### config.mk
export PLATFORM = sky130hd
export DESIGN_NAME = ascii_digit_streamer
export DESIGN_NICKNAME = d
export VERILOG_FILES = /design/src/rtl/ascii_digit_streamer.sv
export SDC_FILE = /design/constraint.sdc
export NUM_CORES = 1
export LEC_CHECK = 0
export ABC_AREA = 0
export BUFFER_PORTS_ARGS = -buffer_cell sky130_fd_sc_hd__buf_2
export CAP_MARGIN = 20
export CORE_ASPECT_RATIO = 1.25
export CORE_UTILIZATION = 56
export DETAILED_ROUTE_END_ITERATION = 12
export GPL_TIMING_DRIVEN = 0
export PLACE_DENSITY = 0.84
export RECOVER_POWER = 50
export SLEW_MARGIN = 20
export SYNTH_ARGS = -nofsm -noshare
export SYNTH_HDL_FRONTEND = slang
export SYNTH_SLANG_ARGS = --single-unit
### constraint.sdc
create_clock -name clk -period 2.5 [get_ports clk]
set_input_delay 0.5 -clock clk [delete_from_list [all_inputs] [get_ports clk]]
set_output_delay 0.5 -clock clk [all_outputs]
set_load 0.05 [all_outputs]
### src/rtl/ascii_digit_streamer.sv
// Binary-to-ASCII decimal streamer: sequential double-dabble, then MSD-first characters with
// leading-zero suppression. Define ASCII_DIGIT_NEWLINE_EN to append a trailing 8'h0A.
module ascii_digit_streamer #(
   parameter int unsigned WIDTH = 16,
   parameter int unsigned NDIG  = 5
) (
   input  logic             clk,
   input  logic             rst_n,
   input  logic             in_valid,
   output logic             in_ready,
   input  logic [WIDTH-1:0] in_value,
   output logic             out_valid,
   input  logic             out_ready,
   output logic [7:0]       out_data,
   output logic             out_last,
   output logic             busy
);

   localparam int unsigned BcdW = 4 * NDIG;
   localparam int unsigned CntW = $clog2(WIDTH + 1);
   localparam int unsigned IdxW = (NDIG > 1) ? $clog2(NDIG) : 1;

   localparam logic [7:0] DigitTab [10] = '{"0", "1", "2", "3", "4", "5", "6", "7", "8", "9"};

   function automatic bit digits_ok();
      logic [127:0] p;
      p = 128'd1;
      for (int k = 0; k < int'(NDIG); k++) p = p * 128'd10;
      return p > (128'd1 << WIDTH);
   endfunction

   if (!digits_ok()) begin : g_ndig_check
      $error("NDIG too small: 10**NDIG must exceed 2**WIDTH");
   end

   function automatic logic [7:0] to_ascii(input logic [3:0] d);
      // Digits >= 10 cannot arise from double-dabble; '?' flags a broken datapath.
      if (d < 4'd10) return DigitTab[d];
      return 8'h3F;
   endfunction

   function automatic logic [3:0] nibble(input logic [BcdW-1:0] b, input logic [IdxW-1:0] i);
      logic [3:0] r;
      r = '0;
      for (int k = 0; k < int'(NDIG); k++) begin
         if (i == IdxW'(k)) r = b[4*k +: 4];
      end
      return r;
   endfunction

   function automatic logic [IdxW-1:0] msd(input logic [BcdW-1:0] b);
      logic [IdxW-1:0] m;
      m = '0;
      for (int k = 0; k < int'(NDIG); k++) begin
         if (b[4*k +: 4] != 4'd0) m = IdxW'(k);
      end
      return m;
   endfunction

   typedef enum logic [1:0] {
      StIdle,
      StConv,
      StEmit
`ifdef ASCII_DIGIT_NEWLINE_EN
      , StNl
`endif
   } state_e;

   state_e           state_q, state_d;
   logic [WIDTH-1:0] sreg_q, sreg_d, sreg_step;
   logic [BcdW-1:0]  bcd_q, bcd_d, bcd_adj, bcd_step;
   logic [CntW-1:0]  cnt_q, cnt_d;
   logic [IdxW-1:0]  idx_q, idx_d, msd_step;
   logic [7:0]       data_q, data_d;
   logic             last_q, last_d;

   // One double-dabble step: per-nibble +3 correction (no inter-nibble carry), then shift.
   always_comb begin
      bcd_adj = bcd_q;
      for (int k = 0; k < int'(NDIG); k++) begin
         if (bcd_q[4*k +: 4] >= 4'd5) bcd_adj[4*k +: 4] = bcd_q[4*k +: 4] + 4'd3;
      end
      bcd_step  = {bcd_adj[BcdW-2:0], sreg_q[WIDTH-1]};
      sreg_step = sreg_q << 1;
      msd_step  = msd(bcd_step);
   end

   always_comb begin
      state_d = state_q;
      sreg_d  = sreg_q;
      bcd_d   = bcd_q;
      cnt_d   = cnt_q;
      idx_d   = idx_q;
      data_d  = data_q;
      last_d  = last_q;
      unique case (state_q)
         StIdle: begin
            if (in_valid) begin
               sreg_d  = in_value;
               bcd_d   = '0;
               cnt_d   = CntW'(WIDTH);
               state_d = StConv;
            end
         end
         StConv: begin
            sreg_d = sreg_step;
            bcd_d  = bcd_step;
            cnt_d  = cnt_q - 1'b1;
            if (cnt_q == CntW'(1)) begin
               state_d = StEmit;
               idx_d   = msd_step;
               data_d  = to_ascii(nibble(bcd_step, msd_step));
`ifdef ASCII_DIGIT_NEWLINE_EN
               last_d  = 1'b0;
`else
               last_d  = (msd_step == '0);
`endif
            end
         end
         StEmit: begin
            if (out_ready) begin
               if (idx_q == '0) begin
`ifdef ASCII_DIGIT_NEWLINE_EN
                  state_d = StNl;
                  data_d  = 8'h0A;
                  last_d  = 1'b1;
`else
                  state_d = StIdle;
                  data_d  = 8'h00;
                  last_d  = 1'b0;
`endif
               end else begin
                  idx_d  = idx_q - 1'b1;
                  data_d = to_ascii(nibble(bcd_q, idx_q - 1'b1));
`ifdef ASCII_DIGIT_NEWLINE_EN
                  last_d = 1'b0;
`else
                  last_d = (idx_q == IdxW'(1));
`endif
               end
            end
         end
`ifdef ASCII_DIGIT_NEWLINE_EN
         StNl: begin
            if (out_ready) begin
               state_d = StIdle;
               data_d  = 8'h00;
               last_d  = 1'b0;
            end
         end
`endif
         default: state_d = StIdle;
      endcase
   end

   always_ff @(posedge clk or negedge rst_n) begin
      if (!rst_n) begin
         state_q <= StIdle;
         sreg_q  <= '0;
         bcd_q   <= '0;
         cnt_q   <= '0;
         idx_q   <= '0;
         data_q  <= 8'h00;
         last_q  <= 1'b0;
      end else begin
         state_q <= state_d;
         sreg_q  <= sreg_d;
         bcd_q   <= bcd_d;
         cnt_q   <= cnt_d;
         idx_q   <= idx_d;
         data_q  <= data_d;
         last_q  <= last_d;
      end
   end

   always_comb begin
      in_ready  = (state_q == StIdle);
      busy      = (state_q != StIdle);
`ifdef ASCII_DIGIT_NEWLINE_EN
      out_valid = (state_q == StEmit) || (state_q == StNl);
`else
      out_valid = (state_q == StEmit);
`endif
      out_data  = data_q;
      out_last  = last_q;
   end

endmodule

==> reports/qor.yml <==
outcome:
  status: "finished, violations left"
  violations: "DRC, setup timing"
clocking:
  numCtsBuffers: 5
  h-tree-depth: 2
  cts_tree: "done"
  cts.reportedPaths.clkPinSlew_ps: 110
  clk_path_buf_depth: 2
  cts.sinks: 52
  clock_latency_ps: 310
  clock-root-buffer: "clkbuf_8"
critical_path:
  cp.arrival_ps: 2760
  end_kind: "flip-flop"
  required_ps: 2700
  cp_max_fo: 6
  critPathLaunchType: "flip-flop"
  criticalPathCategory: "flip-flop to flip-flop"
yosys:
  synth_edf_count: 0
  synthFlopType: "dfrtp_1"
  syn-instance-count: 390
  seq_area_frac_synth: 0.387
  yosysWarnings: 0
  syn-cell-area_mm2: 0.00336
  ys_ff_latch: 52
  async_flop_share: 1.00
  synthDistinctLibCells: 63
  avgSynthCellArea_um2: 8.62
floorplan:
  boundaryPins: 32
  die_y_um: 88.6
  core.rowCount: 31
  dieArea_mm2: 0.00632
  die_w_um: 71.3
  coreArea_mm2: 0.00578
  start_util: 0.582
drt:
  ant_nets: 0
  drt_iter0_drc: 248
  num_vias: 3105
  first_pass_iters: 9
  avgViaCountPerCell: 6.11
  wl_um: 8540
  detail_route.wl_per_cell_um: 16.8
  drc: 1
placed_design:
  dp_hpwl_um: 5890
  routabilityCongestion: 0.970
  dp_slack_ps: -192
  dp_cells: 486
  port_buffers: 29
final_layout:
  final_cell_count_no_fill: 508
  num_antenna_cells: 0
  area_delta_synth_final_pct: 16.9
  drive_gt1_frac: 0.217
  nNetsFinal: 479
global_routing:
  busiest_layer: "met2"
  gr-usage-all-layers: 0.268
  grt_max_degree: 53
  grt-ovfl-total: 0
  met2_usage: 0.468
  first_global_vias: 2802
  grt_first_pass_wirelength_um: 13200
  antenna_found_initial: 0
  met1_usage: 0.335
  grt_use_met3: 0.0376
sta:
  rsz0062_at_grt: "yes"
  fin_skew_ps: 9.65
  hold_viol_final: 0
  final.period_utilization: 1.02
  fin_crit_ps: 2560
  worst_slew_pin_slew_ps: 1270
  timing.slew.headroom: 0.152
  setup_violations: 2
  max_freq_mhz: 391
  fin_tns_setup_ps: -107
  fin_ws_ps: -55.9
  final_max_slew_viol_count: 0
power:
  leakage_uw: 0.00167
  ir_drop_mv: 0.678
  p_per_area_mw_per_mm2: 1430
job:
  drv_cap: 0
min_path:
  hold_class: "primary input to flip-flop"
cell type report:
type	instances	area (µm²)
Clock buffer	5	68.8
Tap cell	66	82.6
Clock inverter	3	26.3
Multi-Input combinational cell	298	2010
Fill cell	476	1850
Sequential cell	52	1310
Inverter	20	75.1
Buffer	21	116
Timing Repair Buffer	43	248
cells in the mapped netlist (7+ instances only):
master | n | share of area
o21ai_0 | 48 | 0.071
inv_1 | 19 | 0.021
nor2b_1 | 9 | 0.017
nand2b_1 | 8 | 0.015
a21oi_1 | 23 | 0.034
a22oi_1 | 17 | 0.038
clkbuf_1 | 14 | 0.016
nor2_1 | 18 | 0.020
xnor2_1 | 7 | 0.018
ha_1 | 18 | 0.067
nand2_1 | 61 | 0.068
dfrtp_1 | 52 | 0.39
nand3_1 | 7 | 0.010
a31oi_1 | 8 | 0.015
where the power goes:
part | total (µW) | switching [µW] | internal (µW)
Clock | 514 | 309 | 205
Sequential | 1550 | 346 | 1200
Combinational | 3540 | 2150 | 1400
Total | 5600 | 2800 | 2800
cells by family after synthesis:
logic type / count (synthesis) / synth area share
AO/OA/AOI/OAI: 136 / 0.260
multiplexers: 7 / 0.0249
AND/OR/NAND/NOR: 128 / 0.185
flip-flops: 52 / 0.387
adder cells (fa/ha/maj): 18 / 0.0670
XOR/XNOR: 7 / 0.0182
buffers and inverters: 41 / 0.0566
other: 1 / 0.00112
stage by stage:
stage	hold WS (ps)	area [µm²]	power [µW]	utilization
2_1_floorplan	204	3370	3790	-
3_3_place_gp	465	3590	4450	0.622
3_5_place_dp	471	3600	4550	0.622
4_1_cts	238	3760	5190	0.651
5_1_grt	444	3930	6010	0.680
6_report	435	3930	5600	0.680
per-layer routing:
metal  routed length, µm  part of all wire
met2                4270              0.50
met5                   0                 0
met4                 303             0.035
met3                 386             0.045
met1                3580              0.42
path summary, 6_finish.rpt:
| check | slack [ps] | depth (start not counted) | start | end |
|---|---|---|---|---|
| max reg2reg | -60 | 11 | bcd_q[12]$_DFFE_PN0P_ | out_data[2]$_DFFE_PN0P_ |
| min in group asynchronous | 460 | 1 | rst_n | sreg_q[1]$_DFFE_PN0P_ |
| min | 430 | 2 | in_value[0] | sreg_q[0]$_DFFE_PN0P_ |
| max in group asynchronous | 1200 | 1 | rst_n | bcd_q[13]$_DFFE_PN0P_ |
| min reg2reg | 500 | 2 | sreg_q[7]$_DFFE_PN0P_ | sreg_q[7]$_DFFE_PN0P_ |
| max | -60 | 11 | bcd_q[12]$_DFFE_PN0P_ | out_data[2]$_DFFE_PN0P_ |
worst max-delay path, stage by stage (launching register included):
cell,delay (ps)
dfrtp_2,410
inv_2,70
ha_4,190
nand2b_1,180
a211oi_4,320
o221ai_4,200
or3_1,380
a31oi_1,200
a221oi_2,90
buf_4,160
a21oi_2,160
a31oi_1,100
layout by cell type (no fill, tap or decap), types with 9 or more instances in the layout:
cell	count
dfrtp_1	47
a22oi_1	17
buf_4	17
nand2_1	61
a21oi_1	18
inv_1	16
ha_1	13
buf_2	26
o21ai_0	48
clkbuf_1	15
nor2_1	16
nor2b_1	9
sequential cells by signal, indices dropped and copies added, names as in the netlist:
| signal | count |
|---|---|
| bcd_q | 20 |
| sreg_q | 16 |
| cnt_q | 5 |
| out_last | 1 |
| idx_q | 3 |
| out_data | 5 |
| state_q | 2 |
timing repair:
action                                  in CTS  in global routing
resized for setup                            9                 27
endpoints found under the setup margin       4                  6
pin swaps                                    2                  7
hold buffers                                 0                  0
setup buffers                                4                 10
(Power assumes the default switching activity.)
